## src/rtl/msb_serializer_if.sv

```systemverilog
// Word-in / bit-out stream bundle for msb_serializer.
// master drives words in; slave is the serializer.
interface msb_serializer_if #(
    parameter int WIDTH = 8
);
    logic [WIDTH-1:0] din;
    logic             din_valid;
    logic             din_ready;
    logic             bit_out;
    logic             bit_valid;
    logic             sof;
    logic             eof;
    logic             word_done;
    logic             busy;

    modport master (
        output din,
        output din_valid,
        input  din_ready,
        input  bit_out,
        input  bit_valid,
        input  sof,
        input  eof,
        input  word_done,
        input  busy
    );

    modport slave (
        input  din,
        input  din_valid,
        output din_ready,
        output bit_out,
        output bit_valid,
        output sof,
        output eof,
        output word_done,
        output busy
    );
endinterface

```

## src/rtl/msb_serializer.sv

```systemverilog
// MSB-first word serializer with framing flags
// and a programmable idle gap after each word.
module msb_serializer #(
    parameter int WIDTH      = 8,
    parameter int GAP_CYCLES = 1
) (
    input  logic           clk,
    input  logic           reset,
    msb_serializer_if.slave s
);
    localparam int CW = (WIDTH > 1) ? $clog2(WIDTH) : 1;
    localparam logic [CW-1:0] LAST = CW'(WIDTH - 1);
    localparam logic [3:0] GLAST =
        (GAP_CYCLES > 0) ? 4'(GAP_CYCLES - 1) : 4'd0;

    typedef enum logic [1:0] {
        IDLE  = 2'd0,
        SHIFT = 2'd1,
        GAP   = 2'd2
    } state_t;

    state_t           state_q, state_d;
    logic [WIDTH-1:0] sh_q, sh_d;
    logic [CW-1:0]    cnt_q, cnt_d;
    logic [3:0]       gap_q, gap_d;
    logic             wd_q, wd_d;
    logic             xfer;

    assign xfer = s.din_valid && s.din_ready;

    always_comb begin
        state_d = state_q;
        sh_d    = sh_q;
        cnt_d   = cnt_q;
        gap_d   = gap_q;
        wd_d    = 1'b0;
        case (state_q)
            IDLE: begin
                if (xfer) begin
                    sh_d    = s.din;
                    cnt_d   = LAST;
                    state_d = SHIFT;
                end
            end
            SHIFT: begin
                sh_d  = sh_q << 1;
                cnt_d = cnt_q - CW'(1);
                if (cnt_q == '0) begin
                    cnt_d = '0;
                    wd_d  = 1'b1;
                    if (GAP_CYCLES > 0) begin
                        state_d = GAP;
                        gap_d   = GLAST;
                    end else begin
                        state_d = IDLE;
                    end
                end
            end
            GAP: begin
                if (gap_q == 4'd0) begin
                    state_d = IDLE;
                end else begin
                    gap_d = gap_q - 4'd1;
                end
            end
            default: state_d = IDLE;
        endcase
    end

    always_ff @(posedge clk) begin
        if (reset) begin
            state_q <= IDLE;
            sh_q    <= '0;
            cnt_q   <= '0;
            gap_q   <= '0;
            wd_q    <= 1'b0;
        end else begin
            state_q <= state_d;
            sh_q    <= sh_d;
            cnt_q   <= cnt_d;
            gap_q   <= gap_d;
            wd_q    <= wd_d;
        end
    end

    // Flags decode only from registered state; gated to 0 outside SHIFT.
    assign s.din_ready = (state_q == IDLE) && !reset;
    assign s.bit_valid = (state_q == SHIFT);
    assign s.bit_out   = s.bit_valid && sh_q[WIDTH-1];
    assign s.sof       = s.bit_valid && (cnt_q == LAST);
    assign s.eof       = s.bit_valid && (cnt_q == '0);
    assign s.word_done = wd_q;
    assign s.busy      = (state_q == SHIFT) || (state_q == GAP);
endmodule

```

## src/flat_wrapper.sv

```systemverilog
// flat-port wrapper written by rule: the top's interface ports become plain ports
module msb_serializer_flat 
#(
    parameter int WIDTH      = 8,
    parameter int GAP_CYCLES = 1
)
  (clk, reset, s_din, s_din_valid, s_din_ready, s_bit_out, s_bit_valid, s_sof, s_eof, s_word_done, s_busy);
  msb_serializer_if #(.WIDTH(WIDTH)) s_i ();
  input  logic clk;
  input  logic reset;
  input wire logic [$bits(s_i.din)-1:0] s_din;
  input wire logic [$bits(s_i.din_valid)-1:0] s_din_valid;
  output wire logic [$bits(s_i.din_ready)-1:0] s_din_ready;
  output wire logic [$bits(s_i.bit_out)-1:0] s_bit_out;
  output wire logic [$bits(s_i.bit_valid)-1:0] s_bit_valid;
  output wire logic [$bits(s_i.sof)-1:0] s_sof;
  output wire logic [$bits(s_i.eof)-1:0] s_eof;
  output wire logic [$bits(s_i.word_done)-1:0] s_word_done;
  output wire logic [$bits(s_i.busy)-1:0] s_busy;
  assign s_i.din = s_din;
  assign s_i.din_valid = s_din_valid;
  assign s_din_ready = s_i.din_ready;
  assign s_bit_out = s_i.bit_out;
  assign s_bit_valid = s_i.bit_valid;
  assign s_sof = s_i.sof;
  assign s_eof = s_i.eof;
  assign s_word_done = s_i.word_done;
  assign s_busy = s_i.busy;
  msb_serializer #(.WIDTH(WIDTH), .GAP_CYCLES(GAP_CYCLES)) u_core (.clk(clk), .reset(reset), .s(s_i));
endmodule
```

## config.mk

```make
export PLATFORM = sky130hd
export DESIGN_NAME = msb_serializer_flat
export DESIGN_NICKNAME = d
export VERILOG_FILES = /design/src/rtl/msb_serializer_if.sv /design/src/rtl/msb_serializer.sv /design/src/flat_wrapper.sv
export SDC_FILE = /design/constraint.sdc
export NUM_CORES = 1
export LEC_CHECK = 0
export ABC_CLOCK_PERIOD_IN_PS = 3700
export BUFFER_PORTS_ARGS = -buffer_cell sky130_fd_sc_hd__buf_4
export CORE_MARGIN = 5
export CORE_UTILIZATION = 45
export DETAILED_ROUTE_END_ITERATION = 10
export PLACE_DENSITY = 0.68
export SLEW_MARGIN = 20
export SYNTH_ARGS = -nofsm -noshare
export SYNTH_HDL_FRONTEND = slang
export SYNTH_SLANG_ARGS = --single-unit
export TNS_END_PERCENT = 30
```

## constraint.sdc

```tcl
create_clock -name clk -period 3.7 [get_ports clk]
set_input_delay 0.74 -clock clk [delete_from_list [all_inputs] [get_ports clk]]
set_output_delay 0.74 -clock clk [all_outputs]
set_load 0.1 [all_outputs]
```

==> results of run 1 <==
==> final timing paths <==
check | to | slack, ns | start | cells after the start
setup / recovery | s_din_ready | 1.24 | u_core.state_q[0] | 5
hold / removal | u_core.sh_q[0] | 0.46 | u_core.sh_q[0] | 2
setup reg to reg | u_core.sh_q[7] | 1.87 | u_core.state_q[0] | 5
hold reg to reg | u_core.sh_q[0] | 0.46 | u_core.sh_q[0] | 2
==> critical path, stage by stage, from the launching register on <==
cell and delay, ns:
dfxtp_1 0.33, inv_1 0.12, ha_1 0.44, inv_1 0.10, nor2_1 0.13, buf_4 0.30
==> area by class of cell <==
class / instances / share of cell area
Inverter: 6 / 0.0190
Sequential cell: 18 / 0.305
Timing Repair Buffer: 18 / 0.114
Multi-Input combinational cell: 81 / 0.502
Clock buffer: 4 / 0.0307
Tap cell: 28 / 0.0296
==> routing by layer <==
metal / vias up / global-route usage / routed length [µm]
met5: - / 0 / 0
met4: 0 / 0.0364 / 23
met3: 4 / 0.0566 / 120
met2: 22 / 0.198 / 901
met1: 385 / 0.152 / 892
li1: 428 / - / -
==> layout by cell type (no fill, tap or decap), types with 2 or more instances in the layout <==
cell type	netlist	routed
buf_4	1	18
dfxtp_1	18	18
nor2_1	15	15
mux2i_1	8	8
a21oi_1	8	8
a211oi_1	6	6
inv_1	5	5
ha_1	5	5
nor2b_1	3	3
nor3_1	3	3
o21ai_0	3	3
clkbuf_4	0	3
a211oi_2	2	2
nand2_1	2	2
nand4_1	2	2
nand3_1	2	2
or2_2	2	2
o32ai_1	2	2
==> state kept, by name, summed over array words and instances, names as in the netlist <==
register	flops
u_core.state_q	2
u_core.s.word_done	1
u_core.gap_q	4
u_core.cnt_q	3
u_core.sh_q	8
==> power by group through the flow <==
| stage | Clock (mW) | Sequential [mW] | Combinational, mW |
|---|---|---|---|
| after global placement | 0 | 0.287 | 0.644 |
| after global routing | 0.137 | 0.292 | 0.702 |
| after CTS | 0.129 | 0.284 | 0.655 |
| final | 0.124 | 0.284 | 0.650 |
| after detailed placement | 0 | 0.289 | 0.653 |
| after floorplan | 0 | 0.289 | 0.559 |
==> cells by family (layout without fill, tap and decap cells) <==
kind of cell,Yosys count,count (layout),share of synthesized area
simple gates,39,39,0.206
mux,9,9,0.101
buf+inv,12,28,0.0639
flops,18,18,0.354
compound gates,28,28,0.214
fa+ha+maj,5,5,0.0614
==> metrics by stage <==
| step | setup slack (ns) | instances | utilization |
|---|---|---|---|
| 2_1_floorplan | 0.141 | 111 | - |
| 3_3_place_gp | 1.60 | 151 | 0.523 |
| 3_5_place_dp | 1.57 | 151 | 0.523 |
| 4_1_cts | 1.21 | 155 | 0.540 |
| 5_1_grt | 1.07 | 155 | 0.540 |
| 6_report | 1.24 | 155 | 0.540 |
==> impl_metrics.py, run 1 <==
metrics = {
    "timing": {
        "period_minus_slack_ns": 2.46,
        "fin_setup_tns_ns": 0,
        "setup_viol": 0,
        "worst_pin_slew_ns": 0.476,
        "slew-limit-headroom": 0.676,
        "timing.hold.ws_ns": 0.462,
        "rsz0062_at_grt": "false",
        "maxSlewViolCount": 0,
        "fin_crit_sh": 0.664,
        "fmax_mhz": 407,
        "clock_skew_ns": 0.00178,
        "hold_viol": 0,
    },
    "floorplan": {
        "chipWidth_um": 57.6,
        "die-area_um2": 3310,
        "die_h_um": 57.6,
        "initial_core_util": 0.465,
        "rows": 17,
        "coreArea_um2": 2190,
        "io_pins": 18,
    },
    "layout": {
        "drive_gt1_frac": 0.268,
        "multiInputGateArea_um2": 593,
        "fill_cells": 199,
        "final_area_um2": 1180,
        "ff_latch_area_um2": 360,
        "syn2layout_area_growth_pct": 16.1,
        "nets": 144,
        "antenna_cells": 0,
    },
    "run_status": {
        "status": "finished clean",
    },
    "drt": {
        "wl_per_cell_um": 12.5,
        "drtIter0Drc": 25,
        "viasPerCell": 5.41,
        "wl_um": 1940,
        "ant_nets": 0,
        "vias": 839,
        "drc_errors": 0,
        "drt-pass1-iter-count": 4,
    },
    "synthesis": {
        "synth_most_common_cell": "dfxtp_1",
        "synthTopCellsByCount": "dfxtp_1 (18), nor2_1 (15), a21oi_1 (8), mux2i_1 (8), a211oi_1 (6)",
        "netlist_area_um2": 1020,
        "postSynthAreaPerCell_um2": 9.18,
        "synth_warnings": 0,
        "syn_nets": 127,
        "yosysTopAreaCellShare": 0.354,
        "postSynthCellCount": 111,
        "synth_edf_count": 0,
        "synthTopCellsByArea": "dfxtp_1 (35%), mux2i_1 (7.9%), ha_1 (6.1%)",
        "synth_flop_cell": "dfxtp_1",
        "yosysTopAreaCell": "dfxtp_1",
        "synth_seq_cells": 18,
        "yosysUniqueCellTypes": 40,
        "async_flop_share": 0,
        "ys_seq_area_frac": 0.354,
    },
    "power": {
        "p_leak_nw": 0.507,
        "pwr-share-comb": 0.615,
        "power_frac_seq": 0.268,
        "switching_power_mw": 0.542,
        "ir_worst_vdd_v": 0.000620,
        "p_int_mw": 0.516,
        "power_density_nw_per_um2": 894,
        "power_frac_clock": 0.117,
        "power.total_mw": 1.06,
        "switching_share": 0.512,
    },
    "clock_tree": {
        "clk_pin_slew_ns": 0.11,
        "cts_max_level": 1,
        "cts-root-buf": "clkbuf_4",
        "cts_tree": "done",
        "ctsResizeCount": 0,
        "clock_path_buffers": 2,
        "cts_sinks": 18,
        "hold_buffers": 0,
        "numCtsBuffers": 3,
        "clk_latency_ns": 0.30,
        "cts_setup_buffers": 0,
    },
    "global_route": {
        "antenna_found_initial": 0,
        "grt-ovfl-total": 0,
        "grt_max_degree": 23,
        "grtUsageTotal": 0.125,
        "grt_pass1_wl_um": 3230,
        "grt_pass1_vias": 756,
    },
    "placed_design": {
        "port_buffers": 17,
        "gp_congestion": 0.790,
        "dpl_cell_area_um2": 1150,
        "dpl.hpwl_um": 1450,
    },
    "worst_setup_path": {
        "cp_max_fo": 9,
        "start_kind": "register",
        "required_ns": 2.96,
        "critPathArrivalTime_ns": 1.72,
        "crit_type": "reg -> out",
        "worst_setup_path_end_kind": "output pin",
    },
    "min_path": {
        "hold_class": "reg -> reg",
    },
    "flow_run": {
        "max_cap_viol_count": 0,
    },
}
No activity file was read; power rests on OpenSTA's default activity.
==> run 2, diff against run 1 <==
ABC_CLOCK_PERIOD_IN_PS = 2350   (was 3700)
clock period = 2.35 ns   (was 3.7 ns; I/O delays follow)
==> impl_metrics.py, run 2 (synthesis gave the netlist of run 1 again) <==
metrics = {
    "clock_tree": {
        "cts_sinks": 18,
        "numCtsBuffers": 3,
        "clk_pin_slew_ns": 0.10,
        "clk_latency_ns": 0.29,
        "cts_max_level": 1,
        "cts_setup_buffers": 0,
        "clock_path_buffers": 2,
        "cts-root-buf": "clkbuf_4",
        "cts_tree": "done",
    },
    "worst_setup_path": {
        "crit_type": "reg -> out",
        "crit_path_end": "s_bit_out",
        "reg2reg_from": "u_core.state_q[0]",
        "cp_max_fo": 10,
        "timing.rr.end": "u_core.sh_q[3]",
        "start_kind": "register",
        "required_ns": 1.88,
        "reg2reg_slack_ns": 0.64,
        "cp-startpoint": "u_core.state_q[1]",
        "critPathArrivalTime_ns": 1.66,
        "worst_setup_path_end_kind": "output pin",
        "r2r_cells": 5,
    },
    "layout": {
        "syn2layout_area_growth_pct": 17.1,
        "multiInputGateArea_um2": 603,
        "drive_gt1_frac": 0.299,
        "antenna_cells": 0,
        "final_area_um2": 1190,
        "final_cells": 155,
        "top_register": "u_core.sh_q",
        "reg_top3": "u_core.sh_q: 8 flops, u_core.gap_q: 4 flops, u_core.cnt_q: 3 flops",
        "layout_common_cells": "buf_4 (18), dfxtp_1 (18), nor2_1 (13), mux2i_1 (8), a21oi_1 (8)",
        "largest_register_ffs": 8,
        "fill_cells": 209,
        "nets": 144,
        "ff_latch_area_um2": 360,
    },
    "drt": {
        "drt-pass1-iter-count": 4,
        "wl_per_cell_um": 13.0,
        "viasPerCell": 5.46,
        "vias": 847,
        "wl_um": 2020,
        "drc_errors": 0,
        "ant_nets": 0,
        "drtIter0Drc": 15,
    },
    "global_route": {
        "grt_max_degree": 23,
        "grt-ovfl-total": 0,
        "grt_pass1_wl_um": 3490,
        "grtUsageTotal": 0.132,
        "antenna_found_initial": 0,
        "grt_pass1_vias": 811,
    },
    "timing": {
        "rsz0062_at_grt": "false",
        "worst_pin_slew_ns": 0.491,
        "clock_skew_ns": 0.00504,
        "setup_slack_ns": 0.216,
        "hold_viol": 0,
        "slew-limit-headroom": 0.666,
        "setup_viol": 0,
        "fin_crit_sh": 0.908,
        "period_minus_slack_ns": 2.13,
        "fmax_mhz": 469,
        "maxSlewViolCount": 0,
    },
    "floorplan": {
        "die_h_um": 57.6,
        "initial_core_util": 0.465,
        "chipWidth_um": 57.6,
        "die-area_um2": 3310,
        "io_pins": 18,
        "coreArea_um2": 2190,
        "rows": 17,
    },
    "placed_design": {
        "dpl.hpwl_um": 1490,
        "dpl_cell_area_um2": 1150,
        "gp_congestion": 0.780,
        "dp.cells": 151,
        "port_buffers": 17,
        "pre_cts_ws_ns": 0.491,
    },
    "power": {
        "p_leak_nw": 0.505,
        "power.total_mw": 1.69,
        "ir_worst_vdd_v": 0.00102,
        "power_density_nw_per_um2": 1420,
    },
    "min_path": {
        "hold_class": "in -> reg",
    },
    "flow_run": {
        "max_cap_viol_count": 0,
    },
    "run_status": {
        "status": "finished clean",
    },
}
==> run 2: what timing repair did <==
action,in CTS,in global routing
hold buffers,0,0
gates resized for setup,0,1
endpoints found under the hold margin,0,0
endpoints found under the setup margin,0,1
==> run 2: worst max-delay path: stages, from the launching register on <==
cell	delay (ns)
dfxtp_1	0.34
inv_1	0.10
ha_2	0.26
buf_4	0.23
and2_1	0.16
buf_4	0.29
==> run 2: worst min path at each step <==
stage | from | to | slack (ns) | depth (start not counted)
2_1_floorplan | u_core.sh_q[0] | u_core.sh_q[0] | 0.43 | 2
3_3_place_gp | u_core.sh_q[0] | u_core.sh_q[0] | 0.45 | 2
3_5_place_dp | u_core.sh_q[0] | u_core.sh_q[0] | 0.45 | 2
4_1_cts | s_din[0] | u_core.sh_q[0] | 0.45 | 3
5_1_grt | s_din[0] | u_core.sh_q[0] | 0.45 | 3
6_report | s_din[0] | u_core.sh_q[0] | 0.46 | 3
==> run 2: where the power goes <==
group / switching, mW / leakage [nW] / internal [mW]
logic: 0.704 / 0.336 / 0.346
registers: 0.0670 / 0.148 / 0.384
clock network: 0.0957 / 0.0210 / 0.0944
==> run 2: per-layer routing <==
| layer | vias up | GRT usage | wire [µm] |
|---|---|---|---|
| li1 | 435 | - | - |
| met1 | 383 | 0.156 | 920 |
| met2 | 29 | 0.223 | 957 |
| met3 | 0 | 0.0543 | 141 |
| met4 | 0 | 0.0298 | 0 |
| met5 | - | 0 | 0 |
==> run 2: through the flow <==
stage / setup TNS [ns] / hold WS [ns] / utilization
floorplan: -0.561 / 0.432 / -
global placement: 0 / 0.449 / 0.527
detailed placement: 0 / 0.449 / 0.527
CTS: 0 / 0.451 / 0.543
global route: 0 / 0.447 / 0.544
finish: 0 / 0.459 / 0.544
==> run 2: cell type report <==
cell class	count	area share
timing repair buffer	18	0.113
inverter	6	0.0189
sequential	18	0.302
multi-input combinational	81	0.506
clock buffer	4	0.0304
tap	28	0.0294
==> run 3, diff against run 2 <==
CELL_PAD_IN_SITES_DETAIL_PLACEMENT = 0   (was default)
CELL_PAD_IN_SITES_GLOBAL_PLACEMENT = 1   (was default)
CORE_UTILIZATION = 41   (was 45)
PLACE_DENSITY = 0.79   (was 0.68)
==> impl_metrics.py, run 3 (synthesis gave the netlist of run 1 again) <==
metrics = {
    "drt": {
        "ant_nets": 0,
        "wl_per_cell_um": 13.0,
        "drt-pass1-iter-count": 4,
        "vias": 853,
        "drc_errors": 0,
        "wl_um": 2040,
        "drtIter0Drc": 29,
        "viasPerCell": 5.43,
    },
    "power": {
        "p_leak_nw": 0.505,
        "power_frac_clock": 0.116,
        "p_int_mw": 0.824,
        "ir_worst_vdd_v": 0.000797,
        "power_frac_seq": 0.265,
        "power_density_nw_per_um2": 1410,
        "pwr-share-comb": 0.619,
        "switching_share": 0.512,
        "switching_power_mw": 0.864,
    },
    "floorplan": {
        "die_h_um": 59.8,
        "io_pins": 18,
        "chipWidth_um": 59.8,
        "die-area_um2": 3580,
        "rows": 18,
        "coreArea_um2": 2430,
        "initial_core_util": 0.419,
    },
    "min_path": {
        "hold_class": "in -> reg",
        "hold_depth": 3,
    },
    "timing": {
        "maxSlewViolCount": 0,
        "worst_pin_slew_ns": 0.472,
        "period_minus_slack_ns": 2.11,
        "setup_viol": 0,
        "slew-limit-headroom": 0.679,
        "rsz0062_at_grt": "false",
        "hold_viol": 0,
        "fin_crit_sh": 0.899,
        "clock_skew_ns": 0.00336,
        "fmax_mhz": 473,
    },
    "layout": {
        "nets": 144,
        "reg_top3": "u_core.sh_q: 8 flops, u_core.gap_q: 4 flops, u_core.cnt_q: 3 flops",
        "final_area_um2": 1190,
        "final_cells": 157,
        "top_register": "u_core.sh_q",
        "syn2layout_area_growth_pct": 17.3,
        "drive_gt1_frac": 0.299,
        "antenna_cells": 0,
        "largest_register_ffs": 8,
        "layout_common_cells": "buf_4 (18), dfxtp_1 (18), nor2_1 (13), mux2i_1 (8), a21oi_1 (8)",
    },
    "placed_design": {
        "dp.cells": 153,
        "dpl_cell_area_um2": 1160,
        "port_buffers": 17,
        "dpl.hpwl_um": 1460,
        "gp_congestion": 0.832,
    },
    "clock_tree": {
        "cts_setup_buffers": 0,
        "clk_latency_ns": 0.30,
        "clk_pin_slew_ns": 0.11,
        "clock_path_buffers": 2,
        "cts-root-buf": "clkbuf_4",
        "cts_max_level": 1,
        "cts_sinks": 18,
        "numCtsBuffers": 3,
        "cts_tree": "done",
    },
    "worst_setup_path": {
        "required_ns": 1.88,
        "r2r_cells": 5,
        "start_kind": "register",
        "cp_max_fo": 11,
        "crit_type": "reg -> out",
        "worst_setup_path_end_kind": "output pin",
        "critPathArrivalTime_ns": 1.64,
    },
    "global_route": {
        "antenna_found_initial": 0,
        "grt_pass1_wl_um": 3510,
        "grt-ovfl-total": 0,
        "grt_pass1_vias": 825,
        "grtUsageTotal": 0.130,
        "grt_max_degree": 23,
    },
    "flow_run": {
        "max_cap_viol_count": 0,
    },
    "run_status": {
        "status": "finished clean",
    },
}
-- run 3: cell counts in the layout (fill, tap and decap cells not counted) --
No cell type changed its count.
-- run 3: final cells by class --
class                      count  area [µm²]
clock buffer                   4        36.3
multi-input combinational     81         603
inverter                       6        22.5
sequential                    18         360
timing repair buffer          18         135
tap                           30        37.5
fill                         253        1240
-- run 3: path summary, 6_finish.rpt --
kind / startpoint / to / slack (ns)
setup / recovery: u_core.state_q[1] / s_bit_out / 0.24
hold reg to reg: u_core.sh_q[0] / u_core.sh_q[0] / 0.46
setup reg to reg: u_core.state_q[0] / u_core.sh_q[1] / 0.64
hold / removal: s_din[0] / u_core.sh_q[0] / 0.44
-- run 3: power groups by stage --
stage / clock network, mW / registers (mW) / logic [mW]
finish: 0.196 / 0.447 / 1.04
global route: 0.223 / 0.461 / 1.13
CTS: 0.209 / 0.446 / 1.04
detailed placement: 0 / 0.453 / 1.04
global placement: 0 / 0.452 / 1.02
floorplan: 0 / 0.455 / 0.892
-- run 3: critical path, stage by stage, from the launching register on --
cell and delay (ns):
dfxtp_1 0.34, inv_1 0.10, ha_2 0.24, buf_4 0.22, and2_1 0.15, buf_4 0.28
-- run 3: repair_timing --
action | CTS | global route
endpoints found under the setup margin | 0 | 1
resized for setup | 0 | 1
hold buffers | 0 | 0
-- run 3: stage by stage --
stage	hold WS (ns)	setup TNS (ns)	power [mW]	util	setup WS, ns
6_report	0.444	0	1.69	0.491	0.237
5_1_grt	0.430	0	1.82	0.491	0.112
2_1_floorplan	0.432	-0.561	1.35	-	-0.256
3_3_place_gp	0.443	0	1.48	0.475	0.508
3_5_place_dp	0.451	0	1.49	0.475	0.483
4_1_cts	0.431	0	1.69	0.490	0.138
-- run 3: per-layer routing --
| layer | track usage | routed length [µm] | part of all wire |
|---|---|---|---|
| met2 | 0.204 | 950 | 0.47 |
| met4 | 0.0443 | 34 | 0.017 |
| met1 | 0.163 | 960 | 0.47 |
| met5 | 0 | 0 | 0 |
| met3 | 0.0497 | 94 | 0.046 |
